`src/rtl/ram_rd_ctrl_if.sv`:
```
// Signal bundle for ram_rd_ctrl: transfer control, RAM port-B read bus and
// the valid/ready output stream. The controller uses the master modport; the
// requester, RAM and downstream consumer together form the slave side.
interface ram_rd_ctrl_if #(
  parameter int ADDR_W = 8,
  parameter int DATA_W = 8
);
  logic              start;
  logic [ADDR_W-1:0] start_addr;
  logic [ADDR_W:0]   rd_len;
  logic              busy;
  logic              done;
  logic              ram_enb;
  logic [ADDR_W-1:0] ram_addrb;
  logic [DATA_W-1:0] ram_doutb;
  logic [DATA_W-1:0] m_data;
  logic              m_valid;
  logic              m_ready;

  // Controller view.
  modport master (
    input  start, start_addr, rd_len, ram_doutb, m_ready,
    output busy, done, ram_enb, ram_addrb, m_data, m_valid
  );

  // Environment view: requester, RAM port B and stream consumer.
  modport slave (
    output start, start_addr, rd_len, ram_doutb, m_ready,
    input  busy, done, ram_enb, ram_addrb, m_data, m_valid
  );
endinterface

```
`src/rtl/ram_rd_ctrl.sv`:
```
// Read-side controller for the simple dual-port block RAM (port B).
// On start it sweeps a wrapping address range, tracks reads in flight through
// the RAM's fixed read latency, and buffers returned words in a small FIFO that
// feeds a valid/ready stream. Reads are only issued while buffer credit exists,
// so the FIFO can never overflow under any amount of backpressure.
module ram_rd_ctrl #(
  parameter int ADDR_W     = 8,
  parameter int DATA_W     = 8,
  parameter int RD_LAT     = 1,
  parameter int FIFO_DEPTH = 4
) (
  input  logic          sys_clk,
  input  logic          sys_rst,
  ram_rd_ctrl_if.master bus
);

  localparam int LEN_W = ADDR_W + 1;
  localparam int PTR_W = $clog2(FIFO_DEPTH);
  // Wide enough for FIFO occupancy plus every read in flight.
  localparam int CNT_W = $clog2(FIFO_DEPTH + RD_LAT + 1);

  typedef enum logic [1:0] {
    ST_IDLE  = 2'd0,
    ST_READ  = 2'd1,
    ST_DRAIN = 2'd2,
    ST_DONE  = 2'd3
  } state_e;

  state_e            state_q, state_d;
  logic [ADDR_W-1:0] addr_q, addr_d;          // next address to issue
  logic [LEN_W-1:0]  rem_q, rem_d;            // reads not yet issued
  logic              ram_enb_q, ram_enb_d;
  logic [ADDR_W-1:0] ram_addrb_q, ram_addrb_d;
  logic [RD_LAT-1:0] vld_q, vld_d;            // in-flight read tracker
  logic [PTR_W-1:0]  wr_ptr_q, wr_ptr_d;
  logic [PTR_W-1:0]  rd_ptr_q, rd_ptr_d;
  logic [CNT_W-1:0]  fifo_count_q, fifo_count_d;
  logic [DATA_W-1:0] fifo_mem_q [FIFO_DEPTH];

  logic              push;
  logic              pop;
  logic              m_valid;
  logic [CNT_W-1:0]  inflight_d;
  logic              credit_ok;

  assign push    = vld_q[RD_LAT-1];
  assign m_valid = (fifo_count_q != '0);
  assign pop     = m_valid && bus.m_ready;

  // Next-cycle occupancy of the latency tracker and FIFO, and the resulting credit.
  always_comb begin
    // NOTE: every variable gets a default before any branch so no latch is inferred.
    vld_d    = '0;
    vld_d[0] = ram_enb_q;
    for (int i = 1; i < RD_LAT; i++) begin
      vld_d[i] = vld_q[i-1];
    end

    wr_ptr_d = push ? wr_ptr_q + PTR_W'(1) : wr_ptr_q;
    rd_ptr_d = pop  ? rd_ptr_q + PTR_W'(1) : rd_ptr_q;

    fifo_count_d = fifo_count_q;
    if (push && !pop) begin
      fifo_count_d = fifo_count_q + CNT_W'(1);
    end else if (!push && pop) begin
      fifo_count_d = fifo_count_q - CNT_W'(1);
    end

    inflight_d = '0;
    for (int i = 0; i < RD_LAT; i++) begin
      inflight_d = inflight_d + CNT_W'(vld_d[i]);
    end

    // A read issued next cycle must still find a free FIFO slot when it returns.
    credit_ok = (inflight_d + fifo_count_d) < CNT_W'(FIFO_DEPTH);
  end

  // Transfer FSM: next state, issue decision and address/length bookkeeping.
  always_comb begin
    state_d     = state_q;
    addr_d      = addr_q;
    rem_d       = rem_q;
    ram_enb_d   = 1'b0;
    ram_addrb_d = ram_addrb_q;

    case (state_q)
      ST_IDLE: begin
        if (bus.start) begin
          if (bus.rd_len == '0) begin
            state_d = ST_DONE;
          end else begin
            // The FIFO is always empty in IDLE, so the first read needs no credit check.
            state_d     = ST_READ;
            ram_enb_d   = 1'b1;
            ram_addrb_d = bus.start_addr;
            addr_d      = bus.start_addr + ADDR_W'(1);
            rem_d       = bus.rd_len - LEN_W'(1);
          end
        end
      end
      ST_READ: begin
        if (rem_q == '0) begin
          state_d = ST_DRAIN;
        end else if (credit_ok) begin
          ram_enb_d   = 1'b1;
          ram_addrb_d = addr_q;
          addr_d      = addr_q + ADDR_W'(1);
          rem_d       = rem_q - LEN_W'(1);
        end
      end
      ST_DRAIN: begin
        // Leave once nothing is in flight and this cycle's pop empties the FIFO.
        if (inflight_d == '0 && fifo_count_d == '0) begin
          state_d = ST_DONE;
        end
      end
      ST_DONE: begin
        state_d = ST_IDLE;
      end
      default: begin
        state_d = ST_IDLE;
      end
    endcase
  end

  // Control and pointer registers; reset flushes the FIFO and drops in-flight reads.
  always_ff @(posedge sys_clk or posedge sys_rst) begin
    // NOTE: sequential state uses non-blocking assignments so all flops update together.
    if (sys_rst) begin
      state_q      <= ST_IDLE;
      addr_q       <= '0;
      rem_q        <= '0;
      ram_enb_q    <= 1'b0;
      ram_addrb_q  <= '0;
      vld_q        <= '0;
      wr_ptr_q     <= '0;
      rd_ptr_q     <= '0;
      fifo_count_q <= '0;
    end else begin
      state_q      <= state_d;
      addr_q       <= addr_d;
      rem_q        <= rem_d;
      ram_enb_q    <= ram_enb_d;
      ram_addrb_q  <= ram_addrb_d;
      vld_q        <= vld_d;
      wr_ptr_q     <= wr_ptr_d;
      rd_ptr_q     <= rd_ptr_d;
      fifo_count_q <= fifo_count_d;
    end
  end

  // FIFO storage: a word is written when its read exits the latency tracker.
  always_ff @(posedge sys_clk) begin
    // NOTE: storage is not reset; validity comes from the reset count and pointers.
    if (push) begin
      fifo_mem_q[wr_ptr_q] <= bus.ram_doutb;
    end
  end

  assign bus.busy      = (state_q != ST_IDLE);
  assign bus.done      = (state_q == ST_DONE);
  assign bus.ram_enb   = ram_enb_q;
  assign bus.ram_addrb = ram_addrb_q;
  assign bus.m_valid   = m_valid;
  // Forced to zero while empty so the stream data is clean out of reset.
  assign bus.m_data    = m_valid ? fifo_mem_q[rd_ptr_q] : '0;

endmodule

```
`src/flat_wrapper.sv`:
```
// flat-port wrapper written by rule: the top's interface ports become plain ports
module ram_rd_ctrl_flat 
#(
  parameter int ADDR_W     = 8,
  parameter int DATA_W     = 8,
  parameter int RD_LAT     = 1,
  parameter int FIFO_DEPTH = 4
)
  (sys_clk, sys_rst, bus_start, bus_start_addr, bus_rd_len, bus_ram_doutb, bus_m_ready, bus_busy, bus_done, bus_ram_enb, bus_ram_addrb, bus_m_data, bus_m_valid);
  ram_rd_ctrl_if #(.ADDR_W(ADDR_W), .DATA_W(DATA_W)) bus_i ();
  input  logic sys_clk;
  input  logic sys_rst;
  input wire logic [$bits(bus_i.start)-1:0] bus_start;
  input wire logic [$bits(bus_i.start_addr)-1:0] bus_start_addr;
  input wire logic [$bits(bus_i.rd_len)-1:0] bus_rd_len;
  input wire logic [$bits(bus_i.ram_doutb)-1:0] bus_ram_doutb;
  input wire logic [$bits(bus_i.m_ready)-1:0] bus_m_ready;
  output wire logic [$bits(bus_i.busy)-1:0] bus_busy;
  output wire logic [$bits(bus_i.done)-1:0] bus_done;
  output wire logic [$bits(bus_i.ram_enb)-1:0] bus_ram_enb;
  output wire logic [$bits(bus_i.ram_addrb)-1:0] bus_ram_addrb;
  output wire logic [$bits(bus_i.m_data)-1:0] bus_m_data;
  output wire logic [$bits(bus_i.m_valid)-1:0] bus_m_valid;
  assign bus_i.start = bus_start;
  assign bus_i.start_addr = bus_start_addr;
  assign bus_i.rd_len = bus_rd_len;
  assign bus_i.ram_doutb = bus_ram_doutb;
  assign bus_i.m_ready = bus_m_ready;
  assign bus_busy = bus_i.busy;
  assign bus_done = bus_i.done;
  assign bus_ram_enb = bus_i.ram_enb;
  assign bus_ram_addrb = bus_i.ram_addrb;
  assign bus_m_data = bus_i.m_data;
  assign bus_m_valid = bus_i.m_valid;
  ram_rd_ctrl #(.ADDR_W(ADDR_W), .DATA_W(DATA_W), .RD_LAT(RD_LAT), .FIFO_DEPTH(FIFO_DEPTH)) u_core (.sys_clk(sys_clk), .sys_rst(sys_rst), .bus(bus_i));
endmodule
```
`config.mk`:
```
export PLATFORM = sky130hd
export DESIGN_NAME = ram_rd_ctrl_flat
export DESIGN_NICKNAME = d
export VERILOG_FILES = /design/src/rtl/ram_rd_ctrl_if.sv /design/src/rtl/ram_rd_ctrl.sv /design/src/flat_wrapper.sv
export SDC_FILE = /design/constraint.sdc
export NUM_CORES = 1
export LEC_CHECK = 0
export BUFFER_PORTS_ARGS = -buffer_cell sky130_fd_sc_hd__buf_2
export CAP_MARGIN = 30
export CORE_ASPECT_RATIO = 0.5
export CORE_MARGIN = 2
export CORE_UTILIZATION = 58
export DETAILED_ROUTE_END_ITERATION = 10
export GPL_TIMING_DRIVEN = 0
export PLACE_DENSITY = 0.77
export SETUP_SLACK_MARGIN = 0.4
export SLEW_MARGIN = 5
export SYNTH_ARGS = -nofsm -noshare
export SYNTH_HDL_FRONTEND = slang
export SYNTH_SLANG_ARGS = --single-unit
```
`constraint.sdc`:
```
create_clock -name sys_clk -period 3.49 [get_ports sys_clk]
set_input_delay 0.1745 -clock sys_clk [delete_from_list [all_inputs] [get_ports sys_clk]]
set_output_delay 0.1745 -clock sys_clk [all_outputs]
set_load 0.02 [all_outputs]
```
==> impl_results.md <==
- Int Power: 2.67 mW
- Period minus WS final: about 2.8 ns
- CTS tree: done
- Antenna viol nets, final: 0
- Clock root cell: clkbuf_16
- Fmax: ~350 MHz
- Max-cap violations: 0
- WL per Instance: ~18 um
- Syn Inst Count: 324
- Post-synth ARST share: 0.529
- I/O Buffers: between 40 and 50
- Critical path capture point type: flip-flop
- Type of origin of the critical path: flip-flop
- Slew headroom: 0.484
- Area grow syn2layout: 18.6%
- Seq pwr share: 0.287
- Post-Synthesis Net Count: between 300 and 400
- Slew @ Worst Pin: ~0.77 ns
- Fin Hold WS: -0.0191 ns
- Mean Syn Cell Area: ~12 um2
- Setup TNS: 0 ns
- Height of the die: roughly 61 um
- WP data required: between 3 and 4 ns
- ANT cells: 0
- Clock buffer depth: 2
- Cts bufs inserted: 9
- Layout cell share with drive strength beyond 1: 0.262
- Detailed Routing Iterations Pass 1: 4
- Post-route core utilization: 0.722
- Reg2reg setup slack: about 0.65 ns
- Setup violations, final: 0
- Main synth FF type: dfrtp_1
- Largest net degree at the start of global routing: 37
- Die Width: ~120 um
- RR Startpoint: u_core.state_q[1]
- Switching pwr: 2.00 mW
- Vias in the first global route: ~2900
- Peak VDD IR: around 0.0007 V
- Commonest non-fill, non-tap cells in the layout: buf_2 (50), dfrtp_1 (36), edfxtp_1 (32), nand2_1 (22), nor3_1 (20)
- Final period utilization: 0.813
- Seq/Total Area, Yosys: 0.497
- Drt initial violations: 259
- Worst min path class: input port to async pin
- DPL Wire Length: between 5000 and 6000 um
- GP Congestion: 0.933
- Kind of critical path: flip-flop to flip-flop
- DRC: 0
- Worst r2r path cells: 13
- Outcome: finished, violations left
- Unrepaired setup endpoints after global routing: no
- Final slew viol count: 0
- Comb power frac: 0.522
- Initial Util: 0.609
- FF+latch count, synth: between 60 and 70
- Power per cell area: 1050 nW/um2
- Vias: slightly below 3000
- Global-route usage over all layers: 0.260
- EDFF count, synth: 32
- Filler instances: 460
- Non-Filler Instances: 478
- Yosys cell types: 59
- Clk_lat worst skew: ~0.33 ns
- Total routed wirelength: about 9000 um
- Grt total ovfl: 0
- CORE AREA: roughly 6200 um2
- Worst-path fanout max: 10
- Yosys warning count: 0
- Global-route wire length before repair: 13900 um
- Ports: a little under 50
- Multi-input gate area: between 1500 and 2000 um2
- Initial antenna violation count: 0
- Sw Share: 0.428
- Violated checks: negative hold slack
- Clock skew: 0.00515 ns
- Clk sinks: 68
- Final nets: about 430
- LEAKAGE: about 1.8 nW
- Via density: around 6.0
- Endpoints failing hold: 23
- R2R Path End: u_core.rem_q[6]
- H-tree levels: 3
- Cell Count Post-Placement: between 400 and 500
- Clock-pin slew on the worst setup and hold paths: roughly 0.050 ns
- Register area: 1860 um2
- Mapped Area: between 3000 and 4000 um2
- Commonest non-fill, non-tap cell in the layout: buf_2
- CP arrival: 3.05 ns
- Area of the die: just over 7000 um2
- Power share of the clock group: 0.190
- Std cell rows: 20
==> worst max-delay path, cell delays in order (launching register included) <==
cell and delay (ns):
dfrtp_1 0.42, inv_1 0.12, ha_2 0.24, clkbuf_4 0.23, buf_4 0.23, clkbuf_4 0.26, mux2i_1 0.21, ha_2 0.24
o21ai_2 0.12, nor2_2 0.19, xnor2_1 0.14, a21oi_1 0.08, a22oi_1 0.17, a31oi_1 0.06
==> metal layers <==
metal / wire (um) / part of all wire / global-route usage / vias to the layer above
li1: - / - / - / 1349
met2: 4360 / 0.50 / 0.453 / 96
met5: 0 / 0 / 0 / -
met4: 130 / 0.015 / 0.119 / 0
met1: 3800 / 0.43 / 0.315 / 1428
met3: 496 / 0.056 / 0.0714 / 16
==> sequential cells by signal, summed over array words and instances (netlist names) <==
register              flops
u_core.wr_ptr_q           2
u_core.addr_q             8
u_core.state_q            2
u_core.bus.ram_addrb      8
u_core.fifo_count_q       3
u_core.rem_q              9
u_core.fifo_mem_q        32
u_core.bus.ram_enb        1
u_core.rd_ptr_q           2
u_core.push               1
==> how the worst max path moves through the flow <==
stage | start | endpoint | depth (start not counted)
global route | u_core.state_q[1] | u_core.rem_q[6] | 13
CTS | u_core.state_q[1] | u_core.rem_q[8] | 12
global placement | u_core.state_q[1] | u_core.rem_q[6] | 13
floorplan | u_core.state_q[1] | u_core.rem_q[8] | 12
finish | u_core.state_q[1] | u_core.rem_q[6] | 13
detailed placement | u_core.state_q[1] | u_core.rem_q[6] | 13
==> stage by stage <==
step | power (mW) | cell area (um2) | worst slack (ns)
finish | 4.67 | 4450 | 0.652
global route | 4.94 | 4450 | 0.424
CTS | 4.61 | 4410 | 0.402
detailed placement | 3.68 | 4100 | -0.316
global placement | 3.58 | 4100 | -0.220
floorplan | 3.04 | 3750 | 0.405
==> cell usage after synthesis (all sizes together), types with 2 or more instances <==
master	number	area, um2
a2bb2oi	4	35.0
nor2	12	45.0
o211ai	5	37.5
xnor2	9	97.6
and2	13	81.3
a32o	2	20.0
nor3	21	105
a21boi	3	26.3
nand4	4	31.3
nand2b	2	12.5
a31o	3	35.0
mux4	8	180
mux2i	7	70.1
o311ai	5	43.8
nand2	23	93.8
inv	15	56.3
o22ai	10	62.6
clkbuf	9	33.8
o21bai	2	15.0
buf	7	41.3
edfxtp	32	961
a21oi	10	65.1
o22a	3	26.3
mux2	6	82.6
xor2	10	87.6
nand3	15	87.6
a31oi	7	43.8
ha	14	175
nand3b	2	15.0
o21ai	9	45.0
dfrtp	36	901
==> cells by family (layout without fill, tap and decap cells) <==
group | Yosys count | after routing | synth area share
AOI/OAI and AO/OA | 72 | 72 | 0.144
xor gates and xnor gates | 19 | 19 | 0.0494
adders and majority gates | 14 | 14 | 0.0467
buffers and inverters | 31 | 97 | 0.0350
DFF | 68 | 68 | 0.497
muxes | 21 | 21 | 0.0888
and+or+nand+nor | 99 | 99 | 0.140
==> what timing repair did <==
action | in CTS | in global routing
hold buffers | 0 | 0
pin swaps | 0 | 3
setup buffers | 0 | 2
resized for setup | 7 | 4
setup endpoints to repair | 4 | 6
==> power by group through the flow <==
stage / Sequential [mW] / Combinational (mW) / Clock [mW]
finish: 1.34 / 2.44 / 0.888
global route: 1.37 / 2.64 / 0.932
CTS: 1.34 / 2.37 / 0.900
detailed placement: 1.34 / 2.33 / 0
global placement: 1.32 / 2.26 / 0
floorplan: 1.35 / 1.69 / 0
==> final cells by class <==
cell class                 count  share of cell area
sequential                    68               0.419
timing repair buffer          50              0.0602
tap                           88              0.0248
multi-input combinational    225               0.399
buffer                        16              0.0191
inverter                      15              0.0127
clock buffer                  10              0.0515
clock inverter                 6              0.0144
No activity file was read; power rests on OpenSTA's default activity.
